**src/rtl/pipe_ctrl_pkg.sv**
```systemverilog
// Shared definitions for the pipeline sequencing controller.
package pipe_ctrl_pkg;

  // Controller state: normal sequencing, or the single post-trap flush cycle
  typedef enum logic [0:0] {
    ST_RUN   = 1'b0,
    ST_FLUSH = 1'b1
  } pipe_state_t;

  // Stage indices, oldest stage has the highest index
  localparam int unsigned STG_FCH = 0;
  localparam int unsigned STG_DEC = 1;
  localparam int unsigned STG_EXE = 2;
  localparam int unsigned STG_MEM = 3;
  localparam int unsigned STG_WRB = 4;
  localparam int unsigned NUM_STG = 5;

endpackage

```
**src/rtl/pipe_ctrl_sat.sv**
```systemverilog
// Saturating event counter: counts inc cycles and sticks at all-ones.
module sat_counter #(
  parameter int unsigned CNT_W = 32
) (
  input  logic             clk,
  input  logic             reset,
  input  logic             inc,
  output logic [CNT_W-1:0] count
);

  logic at_max;

  assign at_max = &count;

  // Count register; holds at maximum instead of wrapping
  always_ff @(posedge clk or posedge reset) begin
    if (reset) begin
      count <= '0;
    end else if (inc && !at_max) begin
      count <= count + CNT_W'(1);
    end
  end

endmodule

```
**src/rtl/pipe_ctrl.sv**
```systemverilog
// Five-stage pipeline sequencing controller: stage enables, bubbles, kills,
// per-stage valid bits and stall performance counters.
module pipe_ctrl
  import pipe_ctrl_pkg::*;
#(
  parameter int unsigned CNT_W = 32
) (
  input  logic             clk,
  input  logic             reset,
  input  logic             fch_valid,
  input  logic             dec_stall,
  input  logic             dec_load_use,
  input  logic             dec_csr_use,
  input  logic             exe_busy,
  input  logic             exe_redirect,
  input  logic             mem_wait,
  input  logic             wrb_trap,
  output logic             fch_enb,
  output logic             dec_enb,
  output logic             exe_enb,
  output logic             mem_enb,
  output logic             wrb_enb,
  output logic             dec_valid,
  output logic             exe_valid,
  output logic             mem_valid,
  output logic             wrb_valid,
  output logic             fch_redirect,
  output logic             trap_redirect,
  output logic [CNT_W-1:0] stall_cnt,
  output logic [CNT_W-1:0] load_use_cnt,
  output logic [CNT_W-1:0] csr_use_cnt
);

  pipe_state_t state, state_nxt;

  logic [NUM_STG-1:0] enb;
  logic dec_valid_nxt, exe_valid_nxt, mem_valid_nxt, wrb_valid_nxt;
  logic stall_inc, load_use_inc, csr_use_inc;

  logic busy_hit, stall_hit, redir_hit, trap_hit;

  // Hazard inputs only count when the stage they belong to holds a live instruction
  assign busy_hit  = exe_busy && exe_valid;
  assign stall_hit = dec_stall && dec_valid;
  assign redir_hit = exe_redirect && exe_valid && !mem_wait && !exe_busy;
  assign trap_hit  = wrb_trap && wrb_valid && !mem_wait;

  assign fch_enb = enb[STG_FCH];
  assign dec_enb = enb[STG_DEC];
  assign exe_enb = enb[STG_EXE];
  assign mem_enb = enb[STG_MEM];
  assign wrb_enb = enb[STG_WRB];

  // State register and per-stage valid bits
  always_ff @(posedge clk or posedge reset) begin
    if (reset) begin
      state     <= ST_RUN;
      dec_valid <= 1'b0;
      exe_valid <= 1'b0;
      mem_valid <= 1'b0;
      wrb_valid <= 1'b0;
    end else begin
      state     <= state_nxt;
      dec_valid <= dec_valid_nxt;
      exe_valid <= exe_valid_nxt;
      mem_valid <= mem_valid_nxt;
      wrb_valid <= wrb_valid_nxt;
    end
  end

  // Next state, enables, valid-bit updates, redirect pulses and counter events
  always_comb begin
    state_nxt     = state;
    enb           = '1;
    dec_valid_nxt = fch_valid;
    exe_valid_nxt = dec_valid;
    mem_valid_nxt = exe_valid;
    wrb_valid_nxt = mem_valid;
    fch_redirect  = 1'b0;
    trap_redirect = 1'b0;
    stall_inc     = 1'b0;
    load_use_inc  = 1'b0;
    csr_use_inc   = 1'b0;

    case (state)
      ST_FLUSH: begin
        // Trap vector fetch cycle: everything loads, nothing becomes live
        dec_valid_nxt = 1'b0;
        exe_valid_nxt = 1'b0;
        mem_valid_nxt = 1'b0;
        wrb_valid_nxt = 1'b0;
        state_nxt     = ST_RUN;
      end
      default: begin
        if (mem_wait) begin
          enb           = '0;
          dec_valid_nxt = dec_valid;
          exe_valid_nxt = exe_valid;
          mem_valid_nxt = mem_valid;
          wrb_valid_nxt = wrb_valid;
          stall_inc     = 1'b1;
        end else if (trap_hit) begin
          trap_redirect = 1'b1;
          dec_valid_nxt = 1'b0;
          exe_valid_nxt = 1'b0;
          mem_valid_nxt = 1'b0;
          wrb_valid_nxt = 1'b0;
          state_nxt     = ST_FLUSH;
        end else if (busy_hit) begin
          enb[STG_FCH]  = 1'b0;
          enb[STG_DEC]  = 1'b0;
          enb[STG_EXE]  = 1'b0;
          dec_valid_nxt = dec_valid;
          exe_valid_nxt = exe_valid;
          mem_valid_nxt = 1'b0;
          stall_inc     = 1'b1;
        end else if (redir_hit) begin
          // Kill the two younger instructions; EXE still moves on to MEM
          fch_redirect  = 1'b1;
          dec_valid_nxt = 1'b0;
          exe_valid_nxt = 1'b0;
        end else if (stall_hit) begin
          enb[STG_FCH]  = 1'b0;
          enb[STG_DEC]  = 1'b0;
          dec_valid_nxt = dec_valid;
          exe_valid_nxt = 1'b0;
          stall_inc     = 1'b1;
          load_use_inc  = dec_load_use;
          csr_use_inc   = dec_csr_use;
        end
      end
    endcase
  end

  // Performance counters
  sat_counter #(.CNT_W(CNT_W)) u_stall_cnt (
    .clk   (clk),
    .reset (reset),
    .inc   (stall_inc),
    .count (stall_cnt)
  );

  sat_counter #(.CNT_W(CNT_W)) u_load_use_cnt (
    .clk   (clk),
    .reset (reset),
    .inc   (load_use_inc),
    .count (load_use_cnt)
  );

  sat_counter #(.CNT_W(CNT_W)) u_csr_use_cnt (
    .clk   (clk),
    .reset (reset),
    .inc   (csr_use_inc),
    .count (csr_use_cnt)
  );

endmodule

```
**config.mk**
```make
export PLATFORM = sky130hd
export DESIGN_NAME = pipe_ctrl
export DESIGN_NICKNAME = d
export VERILOG_FILES = /design/src/rtl/pipe_ctrl_pkg.sv /design/src/rtl/pipe_ctrl_sat.sv /design/src/rtl/pipe_ctrl.sv
export SDC_FILE = /design/constraint.sdc
export NUM_CORES = 1
export LEC_CHECK = 0
export CAP_MARGIN = 0
export CORE_MARGIN = 5
export CORE_UTILIZATION = 48
export DETAILED_ROUTE_END_ITERATION = 10
export PLACE_DENSITY = 0.85
export SYNTH_ARGS = -nofsm -noshare
export SYNTH_HDL_FRONTEND = slang
export SYNTH_HIERARCHICAL = 1
export SYNTH_SLANG_ARGS = --single-unit
```
**constraint.sdc**
```tcl
create_clock -name clk -period 2.3 [get_ports clk]
set_input_delay 0.46 -clock clk [delete_from_list [all_inputs] [get_ports clk]]
set_output_delay 0.46 -clock clk [all_outputs]
set_load 0.005 [all_outputs]
```
### Word level (Yosys, flattened, before mapping)

Index checks and enable logic that the tools add are counted.

| storage, ports and cells | value |
|---|---|
| register bits after elaboration | 101 |
| word-level logic and storage cells | 87 |

| operators by class | value |
|---|---|
| equality and inequality tests | 3 |
| reductions and logical operators | 20 |
| muxes and demuxes | 53 |
| add/subtract/negate cells | 3 |

Operators with widths:

| kind | count |
|---|---|
| 32-bit by 1-bit adder with 32-bit output (second input constant) | 3 |
| 32-bit AND reduction | 3 |
| 1-bit 2-to-1 mux | 46 |
| 1-bit logical AND | 10 |
| 2-bit 2-to-1 mux | 4 |
| 3-bit 2-to-1 mux | 2 |
| 1-bit logical NOT | 5 |
| 5-bit 2-to-1 mux | 1 |
| 4-bit by 2-bit != test with 1-bit output (second input constant) | 1 |
| 3-bit by 2-bit != test with 1-bit output (second input constant) | 1 |
| 3-bit AND reduction | 1 |
| 2-bit by 1-bit != test with 1-bit output (second input constant) | 1 |
| 2-bit AND reduction | 1 |

### Depth between registers and ports, before layout

Gate-level depths: netlist (run 1).

| depth | value |
|---|---|
| depth in word-level cells | 9 |
| depth in mapped cells | 9 |
| mapped depth without buffers | 9 |

### Cells and area by module

The synthesis (run 1) kept the hierarchy.

By module, submodules not included:

| module | sequential area each (um^2) | cells each | area each (um^2) | times used |
|---|---|---|---|---|
| sat_counter at u_csr_use_cnt ... | 800.8 | 155 | 1665.3 | 2 |
| sat_counter at u_stall_cnt | 800.8 | 145 | 1586.5 | 1 |
| pipe_ctrl | 125.1 | 43 | 350.3 | 1 |

### Least setup slack after synthesis (run 1)

OpenSTA, ideal clock, no wires.

| timing path | value |
|---|---|
| kind | input-to-reg |
| from | input mem_wait |
| to | register u_csr_use_cnt.count[23] |
| setup slack | 0.086 ns |
| data arrival time | 2.135 ns |
| data required time | 2.221 ns |
| path buffers | 1 |
| stages on the path | 9 |
| cells stage by stage | buf_4 -> nor3_1 -> nand4_1 -> nor2_1 -> and3_1 -> and3_1 -> nand3_1 -> nor3_2 -> xor2_1 |

| on the way | value |
|---|---|
| longest elaborated chain between the ends | 9 |
| elaborated cells between the ends (all ways) | 10 |
| classes of those cells | mux (5); reduce/logical (5) |

RTL lines:

| element | line | RTL |
|---|---|---|
| start, declared | pipe_ctrl.sv:16 | `input logic mem_wait,` |
| 1-bit logical NOT | pipe_ctrl.sv:45, pipe_ctrl.sv:46 |  |
| 1-bit logical AND (2 in a row) | pipe_ctrl.sv:45 | `assign redir_hit = exe_redirect && exe_valid && !mem_wait && !exe_busy;` |
| 1-bit 2-to-1 mux | pipe_ctrl.sv:117 | `end else if (redir_hit) begin` |
| 1-bit 2-to-1 mux | pipe_ctrl.sv:109 | `end else if (busy_hit) begin` |
| 1-bit 2-to-1 mux | pipe_ctrl.sv:102 | `end else if (trap_hit) begin` |
| 1-bit 2-to-1 mux * | pipe_ctrl.sv:95 | `if (mem_wait) begin` |
| 1-bit 2-to-1 mux * | pipe_ctrl.sv:85 | `case (state)` |
| net csr_use_inc | pipe_ctrl.sv:38 | `logic stall_inc, load_use_inc, csr_use_inc;` |
| 1-bit logical AND * | pipe_ctrl_sat.sv:19 | `end else if (inc && !at_max) begin` |
| end signal, assigned | pipe_ctrl_sat.sv:20 | `count <= count + CNT_W'(1);` |
| end, declared | pipe_ctrl_sat.sv:8 | `output logic [CNT_W-1:0] count` |

Mark *: on every way through the listed nets, which the timed path passes. The rest lies on a longest branch.
A chain may end at the register's enable or synchronous reset.

### Final worst setup path (run 1)

| timing path | value |
|---|---|
| from | input mem_wait |
| to | output dec_enb |

| on the way | value |
|---|---|
| longest elaborated chain between the ends | 8 |
| elaborated cells between the ends (all ways) | 9 |
| classes of those cells | mux (5); reduce/logical (4) |

RTL lines:

| element | line | RTL |
|---|---|---|
| 1-bit logical NOT | pipe_ctrl.sv:45, pipe_ctrl.sv:46 |  |
| 1-bit logical AND (2 in a row) | pipe_ctrl.sv:45 |  |
| 2-bit 2-to-1 mux | pipe_ctrl.sv:117 |  |
| 2-bit 2-to-1 mux | pipe_ctrl.sv:109 |  |
| 3-bit 2-to-1 mux | pipe_ctrl.sv:102 |  |
| 3-bit 2-to-1 mux * | pipe_ctrl.sv:95 |  |
| 5-bit 2-to-1 mux * | pipe_ctrl.sv:85 |  |
| end, declared | pipe_ctrl.sv:19 | `output logic dec_enb,` |

Mark *: on every way between the ends. The rest lies on a longest branch, timed or not.

==> impl_results.rst, run 1 <==
.. list-table::
   :header-rows: 1

   * - Metric
     - Value
   * - Path category of the worst min-delay check
     - in2async
   * - Count of routing violations after the opening detailed-route iteration
     - 270
   * - Compound-gate portion of the synthesized area
     - 5.154%
   * - Maximum clock rate
     - 464.6 MHz
   * - Leading cell type in the layout, fill and taps excluded
     - sky130_fd_sc_hd__clkdlybuf4s50_1
   * - Internal
     - 2878 uW
   * - Sequential share of power
     - 52.3%
   * - Starting utilization of the core area
     - 48.81%
   * - Count of flip-flops with a built-in enable after synthesis
     - 0
   * - Clock tree from TritonCTS
     - built
   * - Endpoint type of the worst setup path
     - primary output
   * - Run status
     - finished clean
   * - Die W
     - 114.8 um
   * - RSZ-0062 raised after global routing
     - false
   * - Remaining DRCs
     - 0
   * - Clock skew after layout
     - 8.635 ps
   * - Final period utilization
     - 93.58%
   * - Crit path kind
     - in2out
   * - Maximum net fanout on the critical path
     - 11
   * - Switching share of power
     - 29.71%
   * - Startpoint kind of the worst setup timing path
     - primary input
   * - Post-synthesis share of cell area spent on and, or, nand and nor gates
     - 27.72%
   * - Top post-synthesis cells by area
     - sky130_fd_sc_hd__dfrtp_1 (48%), sky130_fd_sc_hd__xor2_1 (7.6%), sky130_fd_sc_hd__xnor2_1 (7.3%)
   * - Nets in the synthesized netlist
     - 511
   * - Total number of H-tree levels
     - 3
   * - Areal power density over the cells
     - 581.5 nW/um^2
   * - Global-route met2 utilization
     - 34.19%
   * - Area share of xor/xnor cells in the synthesized design
     - 14.96%
   * - Post-Layout Cell Count
     - 794
   * - Vertical die dimension
     - 114.8 um
   * - Clock sink count
     - 101
   * - Count of input and output buffers
     - 116
   * - Cell area after synthesis
     - 5268 um^2
   * - Unique masters post-synth
     - 49
   * - Cell accounting for the most synthesized area
     - sky130_fd_sc_hd__dfrtp_1
   * - Worst-case setup slack after placement
     - -549.0 ps
   * - Power share of the combinational group
     - 23.4%
   * - Vias in the first global route
     - 4,629
   * - I/O pin total
     - 117
   * - Seq/Total Area, Yosys
     - 47.98%
   * - Full die area
     - 13,170 um^2
   * - Fraction of registers with async set/reset
     - 100.0%
   * - Fraction of final layout cells sized beyond drive strength 1
     - 16.21%
   * - Net Sw Power
     - 1216 uW
   * - Via/cell ratio
     - 5.708
   * - Sum of routed wire length over all layers
     - 13,580 um
   * - GRT met1 Usage
     - 28.16%
   * - Synth top area share
     - 47.98%
   * - RD Place Congestion
     - 0.8824
   * - Tot GR Track Use
     - 20.82%
   * - Leading cell types in the layout, fill and taps excluded
     - sky130_fd_sc_hd__clkdlybuf4s50_1 (107), sky130_fd_sc_hd__dfrtp_1 (101), sky130_fd_sc_hd__nand2_1 (46), sky130_fd_sc_hd__xor2_1 (46), sky130_fd_sc_hd__xnor2_1 (44)
   * - Top FF cell, synth
     - sky130_fd_sc_hd__dfrtp_1
   * - Power share of the clock group
     - 24.3%
   * - Number of cells after detailed placement
     - 774
   * - Slew Viols, Final
     - 0
   * - Placeable Area
     - 10,790 um^2
   * - Detailed placement HPWL
     - 9953 um
   * - Worst IR Drop VDD
     - 0.4655 mV
   * - Data arrival time of the critical path
     - 1690 ps
   * - Clock insertion delay at the later pin of the skew report
     - 370 ps
   * - Residual antenna-violating net count after detailed routing
     - 0
   * - First-pass GRT wire length
     - 22,340 um
   * - Initial antenna violation count
     - 0
   * - Combinational family with the most area after synthesis
     - simple AND/OR/NAND/NOR gates
   * - Setup violation total in the final timing report
     - 0
   * - Initial DRT Pass Iterations
     - 7
   * - Number of nets in the final layout
     - 662
   * - Number of rows created at floorplan
     - 38
   * - Actual slew at the worst max-slew pin
     - 618.4 ps
   * - Maxcap violations
     - 0
   * - Overall power of the completed layout
     - 4094 uW
   * - Root Buffer
     - sky130_fd_sc_hd__clkbuf_8
   * - Synthesized instance count
     - 498
   * - Post-route minimum period
     - 2152 ps
   * - Mean instance size in the synthesized netlist
     - 10.58 um^2
   * - Busiest layer in global routing
     - met2
   * - Maximum count of clock buffers along a single path
     - 2
   * - Critical path data required time
     - 1840 ps
   * - Flip-flop and latch count after synthesis
     - 101
   * - Post-CTS Hold Fix Bufs
     - 0
   * - Wirelength per Cell
     - 17.10 um
   * - Antenna Diode Count
     - 0
   * - Congestion Overflow GR
     - 0
   * - Slack of the critical path
     - 147.6 ps
   * - Leakage power
     - 0.003140 uW
   * - Proportion of synthesized area in mux cells
     - 0.4751%
   * - Via count of the routed design
     - 4,532
   * - Pin count of the biggest net entering global routing
     - 33
   * - Met3 demand-to-capacity share in global routing
     - 3.263%
   * - Worst slew margin
     - 58.39%
   * - Clock buffer count from CTS
     - 9
   * - Clock transition at path regs
     - 90 ps
   * - Count of endpoints failing hold in the final timing report
     - 0
   * - Synthesized-area fraction occupied by adder cells
     - 0.7126%
   * - Area added between synthesis and finish
     - 33.66%
   * - YS warnings
     - 6
layer usage:
layer  part of all wire [%]  up-vias
met3                    6.7       27
met4                    2.4        0
met2                     49      204
met1                     42     2221
met5                      0        -
li1                       -     2080
what timing repair did:
action | 4_1_cts | 5_1_grt
buffers inserted | 2 | 3
endpoints found under the setup margin | 22 | 53
gates resized for setup | 15 | 16
pin swaps | 1 | 6
logic make-up after synthesis:
kind of cell | after synthesis
adders and majority gates | 3
and+or+nand+nor | 246
muxes | 2
xor gates and xnor gates | 90
AOI/OAI and AO/OA | 27
DFF | 101
buffers and inverters | 29
worst paths after layout:
check                                             startpoint                              endpoint  slack (ps)  cells past startpoint
max in group asynchronous                              reset  u_load_use_cnt/count[19]$_DFFE_PP0P_        1300                      3
setup reg to reg                       wrb_valid$_DFFE_PP0P_  u_load_use_cnt/count[30]$_DFFE_PP0P_         170                     10
hold reg to reg            u_stall_cnt/count[31]$_DFFE_PP0P_     u_stall_cnt/count[31]$_DFFE_PP0P_         490                      1
setup / recovery                                    mem_wait                               dec_enb         150                      7
min in group clk           u_stall_cnt/count[31]$_DFFE_PP0P_     u_stall_cnt/count[31]$_DFFE_PP0P_         490                      1
hold / removal                                         reset                 wrb_valid$_DFFE_PP0P_         370                      2
Yosys cell counts (all sizes together), types with 2 or more instances:
library cell,number
or3,4
and2,2
nand2,48
nand2b,2
or4,3
o21ai,4
buf,10
nand4,37
o31a,4
nor2,23
nor4,8
xnor2,44
a41o,2
xor2,46
nor3,45
o211ai,2
o31ai,3
clkbuf,4
and3,17
inv,15
nand3,39
ha,3
and4,11
dfrtp,101
o311ai,2
a21oi,6
flip-flops by register name, indices dropped and copies added, names as in the netlist:
signal                cells
exe_valid                 1
dec_valid                 1
mem_valid                 1
u_csr_use_cnt/count      32
u_load_use_cnt/count     32
u_stall_cnt/count        32
state                     1
wrb_valid                 1
power groups by stage:
stage | Combinational, uW | Sequential [uW] | Clock [uW]
2_1_floorplan | 404 | 2130 | 0
3_3_place_gp | 884 | 2150 | 0
3_5_place_dp | 923 | 2170 | 0
4_1_cts | 933 | 2130 | 1020
5_1_grt | 1040 | 2170 | 1090
6_report | 959 | 2140 | 993
critical path, cell delays in order:
cell and delay (ps):
sky130_fd_sc_hd__dlygate4sd2_1 260, sky130_fd_sc_hd__buf_6 130, sky130_fd_sc_hd__buf_6 130, sky130_fd_sc_hd__a21o_1 170
sky130_fd_sc_hd__a31o_1 220, sky130_fd_sc_hd__nand2_1 100, sky130_fd_sc_hd__dlygate4sd2_1 240
stage by stage:
step | instance area (um^2) | hold WS [ps] | setup TNS, ps | utilization [%]
global route | 7041 | 401.3 | 0 | 65.23
floorplan | 5268 | 238.5 | 0 | -
finish | 7041 | 372.2 | 0 | 65.23
global placement | 6758 | 476.0 | -19030 | 62.61
detailed placement | 6758 | 485.0 | -25700 | 62.61
CTS | 6959 | 376.9 | 0 | 64.48
cell type report:
| type | instances | area, um^2 |
|---|---|---|
| Multi-Input combinational cell | 368 | 2649 |
| Sequential cell | 101 | 2527 |
| Clock buffer | 12 | 135.1 |
| Tap cell | 140 | 175.2 |
| Timing Repair Buffer | 154 | 1473 |
| Clock inverter | 4 | 25.02 |
| Fill cell | 802 | 3752 |
| Inverter | 15 | 56.30 |
(Power assumes the default switching activity.)
==> run 2: changes to the inputs <==
CORE_MARGIN = not set   (was 5)
MAX_ROUTING_LAYER = met4   (was not set)
REMOVE_ABC_BUFFERS = 1   (was not set)
==> impl_results.rst, run 2 (synthesis results as in run 1) <==
.. list-table::
   :header-rows: 1

   * - Metric
     - Value
   * - Congestion Overflow GR
     - 0 (unchanged)
   * - Post-CTS Hold Fix Bufs
     - 0 (unchanged)
   * - I/O pin total
     - 117 (unchanged)
   * - First-pass GRT wire length
     - 22,140 um (-0.90%)
   * - Max stage delay on crit path
     - 460 ps (+200 ps)
   * - Full die area
     - 11,400 um^2 (-13%)
   * - Final period utilization
     - 96.28% (+2.7 points)
   * - Actual slew at the worst max-slew pin
     - 498.3 ps (-120.2 ps)
   * - Power share of the combinational group
     - 22.4% (-1.0 points)
   * - Busiest layer in global routing
     - met2
   * - Antenna Diode Count
     - 0 (unchanged)
   * - Residual antenna-violating net count after detailed routing
     - 0 (unchanged)
   * - Power share of the clock group
     - 29.9% (+5.6 points)
   * - Total number of H-tree levels
     - 3 (unchanged)
   * - Net Sw Power
     - 1235 uW (+1.5%)
   * - Startpoint kind of the worst setup timing path
     - flip-flop
   * - RD Place Congestion
     - 0.8883 (+0.67%)
   * - Maximum clock rate
     - 451.6 MHz (-2.8%)
   * - Clock insertion delay at the later pin of the skew report
     - 370 ps (about the same)
   * - Areal power density over the cells
     - 624.3 nW/um^2 (+7.4%)
   * - Area added between synthesis and finish
     - 35.96%
   * - Run status
     - finished clean
   * - Crit-path slowest cell
     - sky130_fd_sc_hd__clkdlybuf4s50_1
   * - Number of nets in the final layout
     - 670 (+1.2%)
   * - Initial DRT Pass Iterations
     - 5 (-2)
   * - Leading cell type in the layout, fill and taps excluded
     - sky130_fd_sc_hd__clkdlybuf4s50_1
   * - Count of input and output buffers
     - 116 (unchanged)
   * - Switching share of power
     - 27.63% (-2.1 points)
   * - Largest regs
     - u_csr_use_cnt/count x32, u_load_use_cnt/count x32, u_stall_cnt/count x32
   * - Sum of routed wire length over all layers
     - 13,540 um (-0.26%)
   * - Vias in the first global route
     - 4,521 (-2.3%)
   * - Pin count of the biggest net entering global routing
     - 33 (unchanged)
   * - Worst IR Drop VDD
     - 0.6652 mV (+43%)
   * - Number of rows created at floorplan
     - 37 (-2.6%)
   * - Clock buffer count from CTS
     - 9 (unchanged)
   * - Count of endpoints failing hold in the final timing report
     - 0 (unchanged)
   * - Vertical die dimension
     - 106.8 um (-7.0%)
   * - Sequential share of power
     - 47.7% (-4.6 points)
   * - Slew Viols, Final
     - 0 (unchanged)
   * - GRT met1 Usage
     - 31.77% (+3.6 points)
   * - Endpoint type of the worst setup path
     - primary output
   * - Fraction of final layout cells sized beyond drive strength 1
     - 17.98% (+1.8 points)
   * - Initial antenna violation count
     - 0 (unchanged)
   * - Number of cells after detailed placement
     - 775 (+0.13%)
   * - Root Buffer
     - sky130_fd_sc_hd__clkbuf_8
   * - Die W
     - 106.8 um (-7.0%)
   * - Count of routing violations after the opening detailed-route iteration
     - 221 (-18%)
   * - Filler cell count in the final layout
     - 831 (+3.6%)
   * - Critical path data required time
     - 1840 ps (about the same)
   * - Met3 demand-to-capacity share in global routing
     - 5.046% (+1.8 points)
   * - Leakage power
     - 0.003217 uW (+2.4%)
   * - Maximum net fanout on the critical path
     - 3 (-8)
   * - Placeable Area
     - 10,460 um^2 (-3.1%)
   * - Starting utilization of the core area
     - 50.35% (+1.5 points)
   * - Slack of the critical path
     - 85.60 ps (-61.96 ps)
   * - Worst slew margin
     - 66.48% (+8.1 points)
   * - Post-route minimum period
     - 2214 ps (+61.96 ps)
   * - Tot GR Track Use
     - 25.16% (+4.3 points)
   * - Setup violation total in the final timing report
     - 0 (unchanged)
   * - Clock skew after layout
     - 9.319 ps (+0.6836 ps)
   * - Maximum count of clock buffers along a single path
     - 2 (unchanged)
   * - Clock transition at path regs
     - 100 ps (about the same)
   * - Maxcap violations
     - 0 (unchanged)
   * - Clock tree from TritonCTS
     - built
   * - Cell breakdown of the critical path
     - buf_4 > nand2_2 > nor2_1 > nor2_2 > nand2_1 > clkdlybuf4s50_1
   * - Wirelength per Cell
     - 16.97 um (-0.76%)
   * - Post-Layout Cell Count
     - 798 (+0.50%)
   * - Worst-case setup slack after placement
     - -530.6 ps (+18.37 ps)
   * - Data arrival time of the critical path
     - 1750 ps (+60 ps)
   * - Crit path kind
     - reg2out
   * - Via count of the routed design
     - 4,512 (-0.44%)
   * - Detailed placement HPWL
     - 9697 um (-2.6%)
   * - Leading cell types in the layout, fill and taps excluded
     - sky130_fd_sc_hd__clkdlybuf4s50_1 (109), sky130_fd_sc_hd__dfrtp_1 (100), sky130_fd_sc_hd__xor2_1 (46)
   * - Path category of the worst min-delay check
     - in2async
   * - Global-route met2 utilization
     - 40.74% (+6.6 points)
   * - Internal
     - 3236 uW (+12%)
   * - Clock sink count
     - 101 (unchanged)
   * - Remaining DRCs
     - 0 (unchanged)
   * - Via/cell ratio
     - 5.654 (-0.94%)
[run 2: changes by cell type in the layout (fill, tap and decap cells not counted), sizes merged]
| cell | previous run | this run |
|---|---|---|
| buf | 38 | 46 |
| bufinv | 0 | 3 |
| clkbuf | 12 | 10 |
| clkdlybuf4s50 | 107 | 109 |
| clkinvlp | 2 | 1 |
| dlygate4sd2 | 5 | 3 |
[run 2: area by class of cell]
type | instances | area (um^2) | share of cell area (%)
multi-input cells | 368 | 2644 | 36.91
well taps | 136 | 170.2 | 2.376
flip-flops and latches | 101 | 2529 | 35.31
clock inverters | 6 | 111.4 | 1.555
clock buffers | 10 | 127.6 | 1.782
inverters | 15 | 56.30 | 0.7862
repair buffers | 162 | 1524 | 21.28
[run 2: final timing paths]
path                                                           start                                   end  slack [ps]  depth (start not counted)
worst max-delay path                           wrb_valid$_DFFE_PP0P_                               exe_enb          90                          6
worst min-delay path                                           reset                 dec_valid$_DFFE_PP0P_         370                          2
worst max register to register                 wrb_valid$_DFFE_PP0P_  u_load_use_cnt/count[23]$_DFFE_PP0P_         110                          9
worst min register to register  u_load_use_cnt/count[14]$_DFFE_PP0P_  u_load_use_cnt/count[14]$_DFFE_PP0P_         510                          1
max in group asynchronous                                      reset     u_stall_cnt/count[24]$_DFFE_PP0P_        1430                          3
min in group clk                u_load_use_cnt/count[14]$_DFFE_PP0P_  u_load_use_cnt/count[14]$_DFFE_PP0P_         510                          1
[run 2: critical path: cells and delay by family (launching register included)]
family | cells | cell delay [ps]
buffers and inverters | 2 | 610
DFF | 1 | 390
and+or+nand+nor | 4 | 370
[run 2: repair_timing]
item / in CTS / in global routing
setup endpoints to repair: 26 / 40
gates resized for setup: 12 / 16
buffers inserted: 1 / 6
hold endpoints to repair: 0 / 0
pin swaps: 2 / 4
[run 2: layer usage]
| metal | routed length (um) | vias up |
|---|---|---|
| li1 | - | 2095 |
| met1 | 5932 | 2233 |
| met2 | 6652 | 162 |
| met3 | 714 | 22 |
| met4 | 244 | 0 |
| met5 | 0 | - |
[run 2: stage by stage]
step	instance area (um^2)	hold WS, ps	setup TNS [ps]	utilization, %	power [uW]
detailed placement	6803	478.8	-21930	65.02	3064
global route	7162	372.5	-220.1	68.45	4683
finish	7162	365.7	0	68.45	4471
floorplan	5166	238.5	0	-	2505
global placement	6803	476.1	-15960	65.02	3017
CTS	7073	364.2	0	67.60	4431
[run 2: power by group through the flow]
stage | Clock, uW | Sequential (uW) | Combinational [uW]
4_1_cts | 1370 | 2130 | 936
3_5_place_dp | 0 | 2150 | 909
5_1_grt | 1440 | 2160 | 1080
2_1_floorplan | 0 | 2130 | 376
3_3_place_gp | 0 | 2140 | 878
6_report | 1340 | 2130 | 1000
==> run 3: changes to the inputs <==
CORE_ASPECT_RATIO = 0.6   (was not set)
CORE_UTILIZATION = 46   (was 48)
clock period = 1.8 ns   (was 2.3 ns; I/O delays follow)
==> impl_results.rst, run 3 (synthesis results as in run 1) <==
.. list-table::
   :header-rows: 1

   * - Metric
     - Value
   * - Run status
     - finished with violations
   * - Violations in the final reports
     - negative setup slack
   * - RSZ-0062 raised after global routing
     - true
   * - Number of cells after detailed placement
     - 897 (+16%)
   * - Worst reg-to-reg path cell count
     - 9 (unchanged)
   * - Sequential cell area
     - 2531 um^2 (about the same)
   * - Endpoint type of the worst setup path
     - flip-flop
   * - Pin count of the biggest net entering global routing
     - 33 (unchanged)
   * - Overall power of the completed layout
     - 6842 uW (+53%)
   * - Residual antenna-violating net count after detailed routing
     - 0 (unchanged)
   * - Leakage power
     - 0.004477 uW (+39%)
   * - Via count of the routed design
     - 5,546 (+23%)
   * - Clock sink count
     - 101 (unchanged)
   * - Worst slew margin
     - 62.42% (-4.1 points)
   * - RD Place Congestion
     - 0.9170 (+3.2%)
   * - Area added between synthesis and finish
     - 72.61%
   * - Filler cell count in the final layout
     - 552 (-34%)
   * - Path category of the worst min-delay check
     - in2async
   * - Post-route minimum period
     - 2234 ps
   * - Slack of the critical path
     - -434.4 ps (-520.0 ps)
   * - Areal power density over the cells
     - 752.5 nW/um^2 (+21%)
   * - Maximum net fanout on the critical path
     - 4 (+1)
   * - Register-to-register setup slack
     - -430 ps (-540 ps)
   * - Sum of routed wire length over all layers
     - 20,220 um (+49%)
   * - Count of routing violations after the opening detailed-route iteration
     - 480 (+120%)
   * - Utilization of the core after routing
     - 83.81% (+15 points)
   * - Fraction of final layout cells sized beyond drive strength 1
     - 43.62% (+26 points)
   * - Total number of H-tree levels
     - 3 (unchanged)
   * - Slew Viols, Final
     - 0 (unchanged)
   * - Count of endpoints failing hold in the final timing report
     - 0 (unchanged)
   * - Clock tree from TritonCTS
     - built
   * - Crit path kind
     - reg2reg
   * - Tot GR Track Use
     - 33.72% (+8.6 points)
   * - Placeable Area
     - 10,850 um^2 (+3.7%)
   * - Detailed placement HPWL
     - 12,540 um (+29%)
   * - Congestion Overflow GR
     - 0 (unchanged)
   * - Maximum count of clock buffers along a single path
     - 2 (unchanged)
   * - Initial DRT Pass Iterations
     - 4 (-1)
   * - I/O pin total
     - 117 (unchanged)
   * - Final period utilization
     - 124.1%
   * - Die W
     - 140.2 um (+31%)
   * - Count of input and output buffers
     - 116 (unchanged)
   * - Remaining DRCs
     - 0 (unchanged)
   * - Vias in the first global route
     - 5,625 (+24%)
   * - Starting utilization of the core area
     - 48.55% (-1.8 points)
   * - Max stage delay on crit path
     - 390 ps (-70 ps)
   * - Wirelength per Cell
     - 21.37 um (+26%)
   * - Vertical die dimension
     - 84.89 um (-20%)
   * - Critical path data required time
     - 2060 ps (+220 ps)
   * - Worst IR Drop VDD
     - 0.6406 mV (-3.7%)
   * - Number of nets in the final layout
     - 815 (+22%)
   * - Maximum clock rate
     - 447.5 MHz
   * - Startpoint kind of the worst setup timing path
     - flip-flop
   * - Largest regs
     - u_csr_use_cnt/count x32, u_load_use_cnt/count x32, u_stall_cnt/count x32
   * - Crit-path slowest cell
     - sky130_fd_sc_hd__dfrtp_1
   * - Cell breakdown of the critical path
     - and2_4 > nor3_4 > nand4_1 > nor2_1 > and3_1 > and3_4 > nand2_4 > nor3_4 > xor2_1
   * - Post-Layout Cell Count
     - 946 (+19%)
   * - Clock buffer count from CTS
     - 9 (unchanged)
   * - Data arrival time of the critical path
     - 2490 ps (+740 ps)
   * - Total area of multi-input combinational cells
     - 3306 um^2 (+25%)
   * - Antenna Diode Count
     - 0 (unchanged)
   * - Leading cell types in the layout, fill and taps excluded
     - sky130_fd_sc_hd__buf_4 (163), sky130_fd_sc_hd__dfrtp_1 (98), sky130_fd_sc_hd__clkdlybuf4s50_1 (98)
   * - Clock skew after layout
     - 6.007 ps (-3.312 ps)
   * - First-pass GRT wire length
     - 29,820 um (+35%)
   * - Clock transition at path regs
     - 70 ps (-30 ps)
   * - Maxcap violations
     - 0 (unchanged)
   * - Worst hold slack after final layout
     - 334.2 ps (-31.50 ps)
   * - Number of rows created at floorplan
     - 29 (-22%)
   * - Clock insertion delay at the later pin of the skew report
     - 350 ps (-20 ps)
   * - Root Buffer
     - sky130_fd_sc_hd__clkbuf_16
   * - Actual slew at the worst max-slew pin
     - 562.5 ps (+64.29 ps)
   * - Full die area
     - 11,900 um^2 (+4.4%)
   * - CP dominant cell by count
     - sky130_fd_sc_hd__nor3_4
   * - Setup violation total in the final timing report
     - 100 (+100)
   * - Via/cell ratio
     - 5.863 (+3.7%)
   * - Leading cell type in the layout, fill and taps excluded
     - sky130_fd_sc_hd__buf_4
   * - Initial antenna violation count
     - 0 (unchanged)
[run 3: timing repair]
action	4_1_cts	5_1_grt
pin swaps	74	35
setup endpoints to repair	105	107
setup buffers	18	15
gates resized for setup	167	44
hold buffers	0	0
[run 3: area by class of cell]
cell class,count,share of cell area [%]
repair buffers,307,29.72
flip-flops and latches,101,27.84
multi-input cells,368,36.36
clock buffers,9,2.477
well taps,139,1.913
clock inverters,7,1.073
inverters,15,0.6192
[run 3: worst paths after layout]
path	endpoint	from
setup reg to reg	u_csr_use_cnt/count[31]$_DFFE_PP0P_	wrb_valid$_DFFE_PP0P_
min in group clk	state$_DFF_PP0_	wrb_trap
hold reg to reg	u_stall_cnt/count[9]$_DFFE_PP0P_	u_stall_cnt/count[9]$_DFFE_PP0P_
hold / removal	state$_DFF_PP0_	reset
max in group asynchronous	u_load_use_cnt/count[15]$_DFFE_PP0P_	reset
setup / recovery	u_csr_use_cnt/count[31]$_DFFE_PP0P_	wrb_valid$_DFFE_PP0P_
[run 3: power breakdown]
part | switching, uW | leakage, uW | internal, uW
combinational | 947 | 0.00297 | 1120
clock | 932 | 0.000152 | 1230
sequential | 159 | 0.00135 | 2450
[run 3: critical path: cells and delay by family, from the launching register on]
family / cells / cell delay [ps]
AND/OR/NAND/NOR: 8 / 1520
flip-flops: 1 / 390
XOR/XNOR: 1 / 220
[run 3: routing by layer]
metal,wire (um),vias up,GRT usage (%)
met5,0,-,-
met4,534,0,10.39
met3,1175,60,6.546
met2,9558,278,53.41
met1,8946,2809,44.16
li1,-,2399,-
[run 3: per-stage QoR]
stage	setup slack [ps]	setup TNS (ps)	area, um^2
6_report	-434.4	-23120	9092
3_3_place_gp	-832.1	-57030	7700
2_1_floorplan	-315.4	-8245	5166
4_1_cts	-339.9	-14780	8763
5_1_grt	-513.7	-28730	9092
3_5_place_dp	-1005	-64620	7700
